--- src/rtl/dvp_pattern_tx_if.sv ---
// -----------------------------------------------------------------------------
// dvp_pattern_tx_if
// Parallel DVP camera bus (OV5640 style). The pixel clock is the system clock
// of the transmitter and is not carried here.
//
// Signals:
//   cam_vsync  frame sync, active high
//   cam_href   line valid, high during active bytes
//   cam_data   8-bit pixel byte (RGB565, high byte first)
//
// Modports:
//   master  transmitter side (drives the bus)
//   slave   capture side (samples the bus)
// -----------------------------------------------------------------------------
interface dvp_pattern_tx_if;

    logic       cam_vsync;
    logic       cam_href;
    logic [7:0] cam_data;

    modport master (
        output cam_vsync,
        output cam_href,
        output cam_data
    );

    modport slave (
        input cam_vsync,
        input cam_href,
        input cam_data
    );

endinterface : dvp_pattern_tx_if

--- src/rtl/dvp_pattern_tx.sv ---
// -----------------------------------------------------------------------------
// dvp_pattern_tx
// DVP camera-output emulator. Generates vsync/href/data for RGB565 test
// frames (colour bars, ramp, checkerboard, solid), one byte per clk, so a
// capture path can be exercised without a physical sensor.
//
// Parameters:
//   VS_LINES   lines with vsync high at frame start
//   VBP_LINES  blank lines between vsync and the first active line
//   BAR_W      colour-bar width in pixels
//
// Ports:
//   clk              byte clock, also the DVP pixel clock
//   rst              synchronous active-high reset
//   i_enable         start / continue frame generation
//   i_pattern_sel    0 bars, 1 ramp, 2 checkerboard, 3 solid
//   i_solid_rgb      pixel value for the solid pattern (used live)
//   i_cmos_h_pixel   active pixels per line
//   i_cmos_v_pixel   active lines per frame
//   i_total_h_pixel  total pixels per line including blanking
//   i_total_v_pixel  total lines per frame
//   dvp              DVP bus (master modport): cam_vsync, cam_href, cam_data
//   o_busy           high while a frame is in progress
//   o_cfg_err        the last start attempt was rejected
//   o_frame_cnt      completed frames, wrapping
//
// Build option:
//   DVP_TX_SCROLL_EN  when defined, patterns 0-2 scroll by one pixel per frame.
// -----------------------------------------------------------------------------
module dvp_pattern_tx #(
    parameter int unsigned VS_LINES  = 2,
    parameter int unsigned VBP_LINES = 4,
    parameter int unsigned BAR_W     = 80
) (
    input  logic             clk,
    input  logic             rst,
    input  logic             i_enable,
    input  logic [1:0]       i_pattern_sel,
    input  logic [15:0]      i_solid_rgb,
    input  logic [12:0]      i_cmos_h_pixel,
    input  logic [12:0]      i_cmos_v_pixel,
    input  logic [12:0]      i_total_h_pixel,
    input  logic [12:0]      i_total_v_pixel,
    dvp_pattern_tx_if.master dvp,
    output logic             o_busy,
    output logic             o_cfg_err,
    output logic [15:0]      o_frame_cnt
);

    localparam int unsigned SW   = 13;
    localparam int unsigned CW   = 14;
    localparam int unsigned FW   = 16;
    localparam int unsigned BPW  = (BAR_W > 1) ? $clog2(BAR_W) : 1;
    localparam int unsigned ACT0 = VS_LINES + VBP_LINES;

    localparam logic [CW-1:0]  C_ACT0     = CW'(ACT0);
    localparam logic [CW-1:0]  C_VS       = CW'(VS_LINES);
    localparam logic [CW-1:0]  C_BIT4     = CW'(16);
    localparam logic [BPW-1:0] C_BAR_LAST = BPW'(BAR_W - 1);

    typedef enum logic {
        S_IDLE  = 1'b0,
        S_FRAME = 1'b1
    } state_t;

    state_t         r_state;
    state_t         w_state_nxt;
    logic           w_start;
    logic           w_reject;

    // Frame configuration latched at each frame start
    logic [SW-1:0]  r_h_pix;
    logic [SW-1:0]  r_v_pix;
    logic [SW-1:0]  r_tot_h;
    logic [SW-1:0]  r_tot_v;
    logic [1:0]     r_pat;

    logic [CW-1:0]  r_bcnt;
    logic [CW-1:0]  r_lcnt;
    logic [BPW-1:0] r_bar_px;
    logic [2:0]     r_bar_idx;
    logic [FW-1:0]  r_frame_cnt;

    logic           r_vsync;
    logic           r_href;
    logic [7:0]     r_data;
    logic           r_busy;
    logic           r_cfg_err;

    logic           w_cfg_ok;
    logic [CW-1:0]  w_bmax;
    logic           w_line_end;
    logic           w_frame_end;
    logic           w_active_line;
    logic           w_href;
    logic           w_vsync;
    logic [5:0]     w_x;          // pattern x coordinate, bits [7:2]
    logic           w_y4;         // pattern y coordinate, bit 4
    logic [15:0]    w_bar_rgb;
    logic [15:0]    w_pixel;
    logic [BPW-1:0] w_bar_px_adv;
    logic [2:0]     w_bar_idx_adv;
    logic [BPW-1:0] w_ph_px;      // bar phase at line start
    logic [2:0]     w_ph_idx;
    logic [BPW-1:0] w_ph_nxt_px;  // bar phase for the following frame
    logic [2:0]     w_ph_nxt_idx;

    // Legality of the live configuration inputs
    assign w_cfg_ok = (i_cmos_h_pixel != '0) &&
                      (i_cmos_v_pixel != '0) &&
                      (i_cmos_h_pixel < i_total_h_pixel) &&
                      ((C_ACT0 + {1'b0, i_cmos_v_pixel}) <= {1'b0, i_total_v_pixel});

    // Line / frame boundaries of the latched geometry
    assign w_bmax      = {r_tot_h, 1'b0} - CW'(1);
    assign w_line_end  = (r_bcnt == w_bmax);
    assign w_frame_end = w_line_end && (r_lcnt == ({1'b0, r_tot_v} - CW'(1)));

    // FSM state register
    always_ff @(posedge clk) begin
        if (rst) begin
            r_state <= S_IDLE;
        end else begin
            r_state <= w_state_nxt;
        end
    end

    // FSM next state, start and reject strobes
    always_comb begin
        w_state_nxt = r_state;
        w_start     = 1'b0;
        w_reject    = 1'b0;
        case (r_state)
            S_IDLE: begin
                if (i_enable) begin
                    if (w_cfg_ok) begin
                        w_state_nxt = S_FRAME;
                        w_start     = 1'b1;
                    end else begin
                        w_reject = 1'b1;
                    end
                end
            end
            S_FRAME: begin
                if (w_frame_end) begin
                    if (i_enable && w_cfg_ok) begin
                        w_start = 1'b1;
                    end else begin
                        w_state_nxt = S_IDLE;
                        w_reject    = i_enable;
                    end
                end
            end
            default: begin
                w_state_nxt = S_IDLE;
            end
        endcase
    end

    // Bar counter step to the next pixel
    always_comb begin
        w_bar_px_adv  = r_bar_px + 1'b1;
        w_bar_idx_adv = r_bar_idx;
        if (r_bar_px == C_BAR_LAST) begin
            w_bar_px_adv  = '0;
            w_bar_idx_adv = r_bar_idx + 3'd1;
        end
    end

`ifdef DVP_TX_SCROLL_EN
    logic [BPW-1:0] r_ph_px;
    logic [2:0]     r_ph_idx;

    // Bar phase tracks frame_cnt mod (8*BAR_W) incrementally, no divider
    always_comb begin
        w_ph_nxt_px  = r_ph_px + 1'b1;
        w_ph_nxt_idx = r_ph_idx;
        if (r_ph_px == C_BAR_LAST) begin
            w_ph_nxt_px  = '0;
            w_ph_nxt_idx = r_ph_idx + 3'd1;
        end
    end

    always_ff @(posedge clk) begin
        if (rst) begin
            r_ph_px  <= '0;
            r_ph_idx <= '0;
        end else if ((r_state == S_FRAME) && w_frame_end) begin
            r_ph_px  <= w_ph_nxt_px;
            r_ph_idx <= w_ph_nxt_idx;
        end
    end

    assign w_ph_px  = r_ph_px;
    assign w_ph_idx = r_ph_idx;
    // x' = x + frame_cnt[7:0]; only bits [7:2] feed the patterns
    assign w_x      = 6'((r_bcnt[8:1] + r_frame_cnt[7:0]) >> 2);
`else
    assign w_ph_px      = '0;
    assign w_ph_idx     = '0;
    assign w_ph_nxt_px  = '0;
    assign w_ph_nxt_idx = '0;
    assign w_x          = r_bcnt[8:3];
`endif

    assign w_y4 = |((r_lcnt - C_ACT0) & C_BIT4);

    // Frame timing
    assign w_active_line = (r_lcnt >= C_ACT0) && (r_lcnt < (C_ACT0 + {1'b0, r_v_pix}));
    assign w_href        = (r_state == S_FRAME) && w_active_line && (r_bcnt < {r_h_pix, 1'b0});
    assign w_vsync       = (r_state == S_FRAME) && (r_lcnt < C_VS);

    // Colour-bar palette
    always_comb begin
        w_bar_rgb = 16'h0000;
        case (r_bar_idx)
            3'd0:    w_bar_rgb = 16'hFFFF;
            3'd1:    w_bar_rgb = 16'hFFE0;
            3'd2:    w_bar_rgb = 16'h07FF;
            3'd3:    w_bar_rgb = 16'h07E0;
            3'd4:    w_bar_rgb = 16'hF81F;
            3'd5:    w_bar_rgb = 16'hF800;
            3'd6:    w_bar_rgb = 16'h001F;
            default: w_bar_rgb = 16'h0000;
        endcase
    end

    // Pattern generator
    always_comb begin
        w_pixel = 16'h0000;
        case (r_pat)
            2'd0:    w_pixel = w_bar_rgb;
            2'd1:    w_pixel = {w_x[5:1], w_x[5:0], w_x[5:1]};
            2'd2:    w_pixel = (w_x[2] ^ w_y4) ? 16'hFFFF : 16'h0000;
            default: w_pixel = i_solid_rgb;
        endcase
    end

    // Configuration latch, counters, frame count and error flag
    always_ff @(posedge clk) begin
        if (rst) begin
            r_h_pix     <= '0;
            r_v_pix     <= '0;
            r_tot_h     <= '0;
            r_tot_v     <= '0;
            r_pat       <= '0;
            r_bcnt      <= '0;
            r_lcnt      <= '0;
            r_bar_px    <= '0;
            r_bar_idx   <= '0;
            r_frame_cnt <= '0;
            r_cfg_err   <= 1'b0;
        end else begin
            if (w_start) begin
                r_h_pix <= i_cmos_h_pixel;
                r_v_pix <= i_cmos_v_pixel;
                r_tot_h <= i_total_h_pixel;
                r_tot_v <= i_total_v_pixel;
                r_pat   <= i_pattern_sel;
            end

            if (w_start) begin
                r_cfg_err <= 1'b0;
            end else if (w_reject) begin
                r_cfg_err <= 1'b1;
            end

            if (r_state == S_FRAME) begin
                if (w_line_end) begin
                    r_bcnt <= '0;
                    r_lcnt <= w_frame_end ? '0 : (r_lcnt + CW'(1));
                    // Bars restart at each line; a new frame takes the next phase
                    r_bar_px  <= w_frame_end ? w_ph_nxt_px  : w_ph_px;
                    r_bar_idx <= w_frame_end ? w_ph_nxt_idx : w_ph_idx;
                end else begin
                    r_bcnt <= r_bcnt + CW'(1);
                    if (r_bcnt[0]) begin
                        r_bar_px  <= w_bar_px_adv;
                        r_bar_idx <= w_bar_idx_adv;
                    end
                end
                if (w_frame_end) begin
                    r_frame_cnt <= r_frame_cnt + FW'(1);
                end
            end else begin
                r_bar_px  <= w_ph_px;
                r_bar_idx <= w_ph_idx;
            end
        end
    end

    // Registered DVP outputs; all three change on the same edge
    always_ff @(posedge clk) begin
        if (rst) begin
            r_vsync <= 1'b0;
            r_href  <= 1'b0;
            r_data  <= 8'h00;
            r_busy  <= 1'b0;
        end else begin
            r_vsync <= w_vsync;
            r_href  <= w_href;
            r_data  <= w_href ? (r_bcnt[0] ? w_pixel[7:0] : w_pixel[15:8]) : 8'h00;
            r_busy  <= (r_state == S_FRAME);
        end
    end

    assign dvp.cam_vsync = r_vsync;
    assign dvp.cam_href  = r_href;
    assign dvp.cam_data  = r_data;
    assign o_busy        = r_busy;
    assign o_cfg_err     = r_cfg_err;
    assign o_frame_cnt   = r_frame_cnt;

endmodule : dvp_pattern_tx
--- src/flat_wrapper.sv ---
// flat-port wrapper written by rule: the top's interface ports become plain ports
module dvp_pattern_tx_flat 
#(
    parameter int unsigned VS_LINES  = 2,
    parameter int unsigned VBP_LINES = 4,
    parameter int unsigned BAR_W     = 80
)
  (clk, rst, i_enable, i_pattern_sel, i_solid_rgb, i_cmos_h_pixel, i_cmos_v_pixel, i_total_h_pixel, i_total_v_pixel, o_busy, o_cfg_err, o_frame_cnt, dvp_cam_vsync, dvp_cam_href, dvp_cam_data);
  dvp_pattern_tx_if dvp_i ();
  input  logic clk;
  input  logic rst;
  input  logic i_enable;
  input  logic [1:0] i_pattern_sel;
  input  logic [15:0] i_solid_rgb;
  input  logic [12:0] i_cmos_h_pixel;
  input  logic [12:0] i_cmos_v_pixel;
  input  logic [12:0] i_total_h_pixel;
  input  logic [12:0] i_total_v_pixel;
  output logic o_busy;
  output logic o_cfg_err;
  output logic [15:0] o_frame_cnt;
  output wire logic [$bits(dvp_i.cam_vsync)-1:0] dvp_cam_vsync;
  output wire logic [$bits(dvp_i.cam_href)-1:0] dvp_cam_href;
  output wire logic [$bits(dvp_i.cam_data)-1:0] dvp_cam_data;
  assign dvp_cam_vsync = dvp_i.cam_vsync;
  assign dvp_cam_href = dvp_i.cam_href;
  assign dvp_cam_data = dvp_i.cam_data;
  dvp_pattern_tx #(.VS_LINES(VS_LINES), .VBP_LINES(VBP_LINES), .BAR_W(BAR_W)) u_core (.clk(clk), .rst(rst), .i_enable(i_enable), .i_pattern_sel(i_pattern_sel), .i_solid_rgb(i_solid_rgb), .i_cmos_h_pixel(i_cmos_h_pixel), .i_cmos_v_pixel(i_cmos_v_pixel), .i_total_h_pixel(i_total_h_pixel), .i_total_v_pixel(i_total_v_pixel), .dvp(dvp_i), .o_busy(o_busy), .o_cfg_err(o_cfg_err), .o_frame_cnt(o_frame_cnt));
endmodule
--- config.mk ---
export PLATFORM = sky130hd
export DESIGN_NAME = dvp_pattern_tx_flat
export DESIGN_NICKNAME = d
export VERILOG_FILES = /design/src/rtl/dvp_pattern_tx_if.sv /design/src/rtl/dvp_pattern_tx.sv /design/src/flat_wrapper.sv
export SDC_FILE = /design/constraint.sdc
export NUM_CORES = 1
export LEC_CHECK = 0
export BUFFER_PORTS_ARGS = -buffer_cell sky130_fd_sc_hd__buf_2
export CORE_UTILIZATION = 27
export CTS_BUF_LIST = sky130_fd_sc_hd__clkbuf_16
export DETAILED_ROUTE_END_ITERATION = 12
export GPL_TIMING_DRIVEN = 1
export PLACE_DENSITY = 0.42
export SETUP_SLACK_MARGIN = 0.1
export SYNTH_ARGS = -nofsm -noshare
export SYNTH_HDL_FRONTEND = slang
export SYNTH_SLANG_ARGS = --single-unit
--- constraint.sdc ---
create_clock -name clk -period 4.05 [get_ports clk]
set_clock_uncertainty 0.2 [all_clocks]
set_input_delay 0.81 -clock clk [delete_from_list [all_inputs] [get_ports clk]]
set_output_delay 0.81 -clock clk [all_outputs]
set_load 0.05 [all_outputs]
# After elaboration in Yosys (flattened, before gate mapping)
# Index checks and enable logic that the tools add are counted.
word_totals:
  out_inout_bits: 28
  wordCells: 84
  register_bits: 121
op_classes:
  order_cmp: 6
  n_reduce_logical: 19
  mux: 19
  addsub: 10
  bitwise_logic: 3
  n_eq_ne: 11
ops:
  columns: ["cell", "n"]
  rows:
  - ["$pmux W16 S7", 1]
  - ["$pmux W16 S3", 1]
  - ["$add A14 B1 Y14 const B", 2]
  - ["$add A3 B13 Y14 const A", 2]
  - ["$eq A14 B14 Y1", 2]
  - ["$lt A14 B14 Y1", 2]
  - ["$mux W14", 2]
  - ["$reduce_bool A13 Y1", 2]
  - ["$add A16 B1 Y16 const B", 1]
  - ["$mux W16", 1]
  - ["$ge A14 B3 Y1 const B", 1]
  - ["$le A14 B13 Y1", 1]
  - ["$lt A14 B2 Y1 const B", 1]
  - ["$sub A13 B1 Y14 const B", 1]
  - ["$sub A14 B1 Y14 const B", 1]
  - ["$lt A13 B13 Y1", 1]
  - ["$eq A3 B3 Y1 const B", 3]
  - ["$logic_and A1 B1 Y1", 9]
  - ["$mux W1", 9]
  - ["$mux W8", 1]
  - ["$add A7 B1 Y7 const B", 1]
  - ["$eq A7 B7 Y1 const B", 1]
  - ["$mux W7", 1]
  - ["$eq A3 B2 Y1 const B", 2]
  - ["other kinds (13)", 19]

# Depth between registers and ports, before layout
depth:
  ltp_word: 9
  ltp_mapped: 15
  mapped_depth_nobuf: 14

# Least setup slack after synthesis
# OpenSTA, ideal clock, no wires.
synth_timing:
  kind: "flip-flop to flip-flop"
  startpoint: "register u_core.r_tot_v[4]"
  endpoint: "register u_core.r_frame_cnt[7] (netlist: u_core.o_frame_cnt[7])"
  arrival_ps: 3154
  slack_ps: 573
  n_path_buf: 2
  setup_ps: 123
  path_stages_with_launch: 10
  synth_period_minus_slack_ps: 3477
  path_cell_list: "dfxtp_1 > buf_4 > or4_4 > or4_1 > or4b_1 > a211oi_2 > o2111ai_1 > buf_2 > nor4_2 > mux2_1"
synth_between:
  elab_chain_len: 4
synth_lines:
  columns: ["item", "line_no", "rtl"]
  rows:
  - ["from (decl)", "dvp_pattern_tx.sv:75", "logic [SW-1:0] r_tot_v;"]
  - ["from (signal assigned)", "dvp_pattern_tx.sv:258", "r_tot_v <= i_total_v_pixel;"]
  - ["$sub A13 B1 Y14", "dvp_pattern_tx.sv:117", "assign w_frame_end = w_line_end && (r_lcnt == ({1'b0, r_tot_v} - CW'(1)));"]
  - ["$eq A14 B14 Y1", "dvp_pattern_tx.sv:117", null]
  - ["$logic_and A1 B1 Y1", "dvp_pattern_tx.sv:117", null]
  - ["$reduce_and A2 Y1 (no line)", null, null]
  - ["to (signal assigned)", "dvp_pattern_tx.sv:283", "r_frame_cnt <= r_frame_cnt + FW'(1);"]
  - ["to (decl)", "dvp_pattern_tx.sv:82", "logic [FW-1:0] r_frame_cnt;"]
# Every way passes these cells.
# A chain may end at the register's enable or synchronous reset.

# Worst setup path after layout
layout_timing:
  startpoint: "register u_core.r_tot_v[0]"
  endpoint: "register u_core.r_frame_cnt[4] (netlist: u_core.o_frame_cnt[4])"
# The elaborated chain is that of the path after synthesis.

==> metrics.txt <==
run status=finished, final reports clean; Final setup viols=0; largest net degree at the start of global routing=between 80 and 90; compound-cell area share of the yosys netlist=between 10% and 20%; Core Region=31500 um2; post-synthesis sequential area ratio=between 20% and 30%; post-synthesis adder-cell area fraction=under 10%; met2 wire len=around 11 mm; Netlist Area Pre-Place=between 8000 and 9000 um2; GR Util All Layers=around 15%; die area=~33000 um2; layout cells sized above 1=between 10% and 20%; initial antenna violation count=1; Top Metal Used=met5; worst reg-to-reg setup slack=0.29 ns; M1 WL=between 10 and 15 mm; vias post-DR=between 7000 and 8000; worst slew pin tran=between 0.9 and 1 ns; post-synth cell types=66; chip height=between 150 and 200 um; DPL Wire Length=about 19 mm; final period utilization=between 90% and 100%; CTS Hold Buffers Added=0; H-tree depth=4; post_cts resized=0; Die W=approximately 180 um; setup bufs post-CTS=0; cell total after placement=between 1500 and 2000; Avg Synthesized Cell Area=about 8.2 um2; Worst EP required=around 4.2 ns; worst min-delay path category=register to register; worst skew pair latency=approximately 0.42 ns; total CTS buffers=17; Max IR drop VDD=around 0.00026 V; Tmin final=between 3 and 4 ns; worst flop-to-flop path endpoint=u_core.o_frame_cnt[4]; max_slew headroom=35.0%; setup TNS=0 ns; XOR/XNOR Fraction of Synth Area=7.43%; post-route DRC violation count=0; Longest Clk Path Bufs=2; kind of critical path=register to register; CP max stage delay=about 0.61 ns; CTS tree=built; Site Rows=65; CP dominant cell by count=or4_1; final wirelength=~24 mm; post-DR vias/cell=about 4.9; Fin. Hold Viols=0; RSZ-0062 raised after global routing=false; multi-input logic area=~5700 um2; flops & latches, synth=between 100 and 150; Final #Nets=between 1000 and 1500; port buffer count=100; Clk pin slew, worst setup/hold paths=0.06 ns; CP delay by family, top=simple AND/OR/NAND/NOR gates; final slew viol count=0; Max stage delay cell, worst path=or4_1; CP bufs+invs=1; first-pass GRT wire length=39.8 mm; CP Capture Type=register; Final Non-Filler Cells=around 1500; CP arrival=approximately 3.9 ns; metal3 WL=765 um; main combinational cell family by area after synthesis=simple AND/OR/NAND/NOR gates; commonest non-fill, non-tap cell in the layout=nand2b_1; Hold Path End=u_core.o_cfg_err; share of synthesized registers carrying an async set or reset=0%; Setup WS post-layout=just under 0.3 ns; synth warn=0; Simple-Gate Fraction of Synth Area=26.2%; Starting Density=a little over a quarter; f_max=about 270 MHz; io pins=~100; DR pass1 iterations=5; critical path fanouts, max=18; clk sinks=121; routability cong.=a little over 0.8; RR Startpoint=u_core.r_tot_v[0]; most frequent cells in the layout=nand2b_1, dfxtp_1, buf_2; Post-synth EDFFs=0; startpoint types=register; vias in the first global route=between 7000 and 8000; Reg2Reg Depth=8; pwr/cell area=approximately 330 nW/um2; post-synthesis mux area share=under 10%; worst path cell trace=or4_1, or4_1, or4b_1, a211oi_2, o2111ai_2, buf_4, nor3_1, mux2_2; Reg area=roughly 2400 um2; post-DR wirelength/cell=15.8 um; Layout area overhead=17.3%; CTS Root Cell=clkbuf_16; min-delay src=u_core.o_cfg_err; fillcell total=around 3400; Post-Syn Instances=approximately 1000; leakage=4.06 nW; max-capacitance violation count=0; Synth Flop Type=dfxtp_1; Congestion Overflow GR=0; Syn Nets=between 1000 and 1500; ANT nets after route=0; diode count=0; hold depth=2; pre-CTS WS=0.0378 ns; starting DRC count in detailed routing=413
## metrics by stage
step | hold WS [ns] | cell area (um2) | utilization, % | total power, mW
5_1_grt | 0.294 | 10100 | 32.1 | 3.52
3_3_place_gp | 0.241 | 9550 | 30.3 | 1.94
3_5_place_dp | 0.256 | 9550 | 30.3 | 1.94
4_1_cts | 0.272 | 10100 | 32.1 | 3.39
2_1_floorplan | 0.249 | 8610 | - | 1.74
6_report | 0.263 | 10100 | 32.1 | 3.34
## Yosys cell counts, types with 6 or more instances
cell | count | area [um2]
nand4_1 | 26 | 163
a211oi_1 | 23 | 173
nand2b_1 | 124 | 776
inv_1 | 66 | 248
mux2_2 | 14 | 158
nor2b_1 | 19 | 119
a22oi_1 | 6 | 45.0
xor2_1 | 33 | 289
nand2_1 | 33 | 124
o21ai_0 | 44 | 220
nand3_1 | 30 | 150
xnor2_1 | 40 | 350
nor3_1 | 28 | 140
or4_1 | 8 | 60.1
a21o_1 | 10 | 75.1
ha_1 | 63 | 788
clkbuf_1 | 48 | 180
or3_1 | 13 | 81.3
nor4_1 | 15 | 93.8
nor2_1 | 69 | 259
and3_1 | 11 | 68.8
and4_1 | 7 | 61.3
mux2i_1 | 62 | 621
a21oi_1 | 52 | 260
dfxtp_1 | 121 | 2420
## cell type report
type	count	area share, %
Multi-Input combinational cell	798	56.1
Sequential cell	121	24.0
Timing Repair Buffer	124	7.02
Tap cell	402	4.98
Clock buffer	17	4.21
Inverter	67	2.49
Clock inverter	15	1.21
## flip-flops by register name, indices dropped and copies added (netlist names), 3 cells and up
| register | flops |
|---|---|
| u_core.o_frame_cnt | 16 |
| u_core.r_bcnt | 14 |
| u_core.r_lcnt | 14 |
| u_core.r_h_pix | 13 |
| u_core.r_tot_h | 13 |
| u_core.r_tot_v | 13 |
| u_core.r_v_pix | 13 |
| u_core.dvp.cam_data | 8 |
| u_core.r_bar_px | 7 |
| u_core.r_bar_idx | 3 |
## worst max-delay path by stage
stage | from | endpoint | slack, ns | depth (start not counted)
finish | u_core.r_tot_v[0] | u_core.o_frame_cnt[4] | 0.29 | 8
global route | u_core.r_tot_v[0] | u_core.o_frame_cnt[7] | 0.14 | 8
CTS | u_core.r_tot_v[0] | u_core.o_frame_cnt[7] | 0.25 | 8
detailed placement | i_cmos_v_pixel[5] | u_core.r_h_pix[0] | 0.04 | 13
global placement | i_cmos_v_pixel[5] | u_core.r_tot_h[1] | 0.08 | 13
floorplan | u_core.r_tot_v[4] | u_core.o_frame_cnt[7] | 0.57 | 9
## layer usage
layer | GRT usage (%) | vias to the layer above
met5 | 0 | -
met3 | 3.03 | 12
met2 | 23.9 | 118
li1 | - | 3850
met1 | 21.7 | 3532
met4 | 3.45 | 2
## cell families after synthesis
logic type,Yosys count
adders and majority gates,63
muxes,77
AOI/OAI and AO/OA,182
and+or+nand+nor,403
buffers and inverters,126
DFF,121
xor gates and xnor gates,73
## power breakdown
part	internal (mW)	switching [mW]	total (mW)
clock	0.884	0.547	1.43
combinational	0.284	0.342	0.626
sequential	1.23	0.0505	1.28
## worst register-to-register path: stages, from the launching register on
cell       delay (ns)
dfxtp_1          0.38
or4_1            0.61
or4_1            0.46
or4b_1           0.50
a211oi_2         0.30
o2111ai_2        0.29
buf_4            0.30
nor3_1           0.25
mux2_2           0.36
Power figures use the tool's default switching activity.
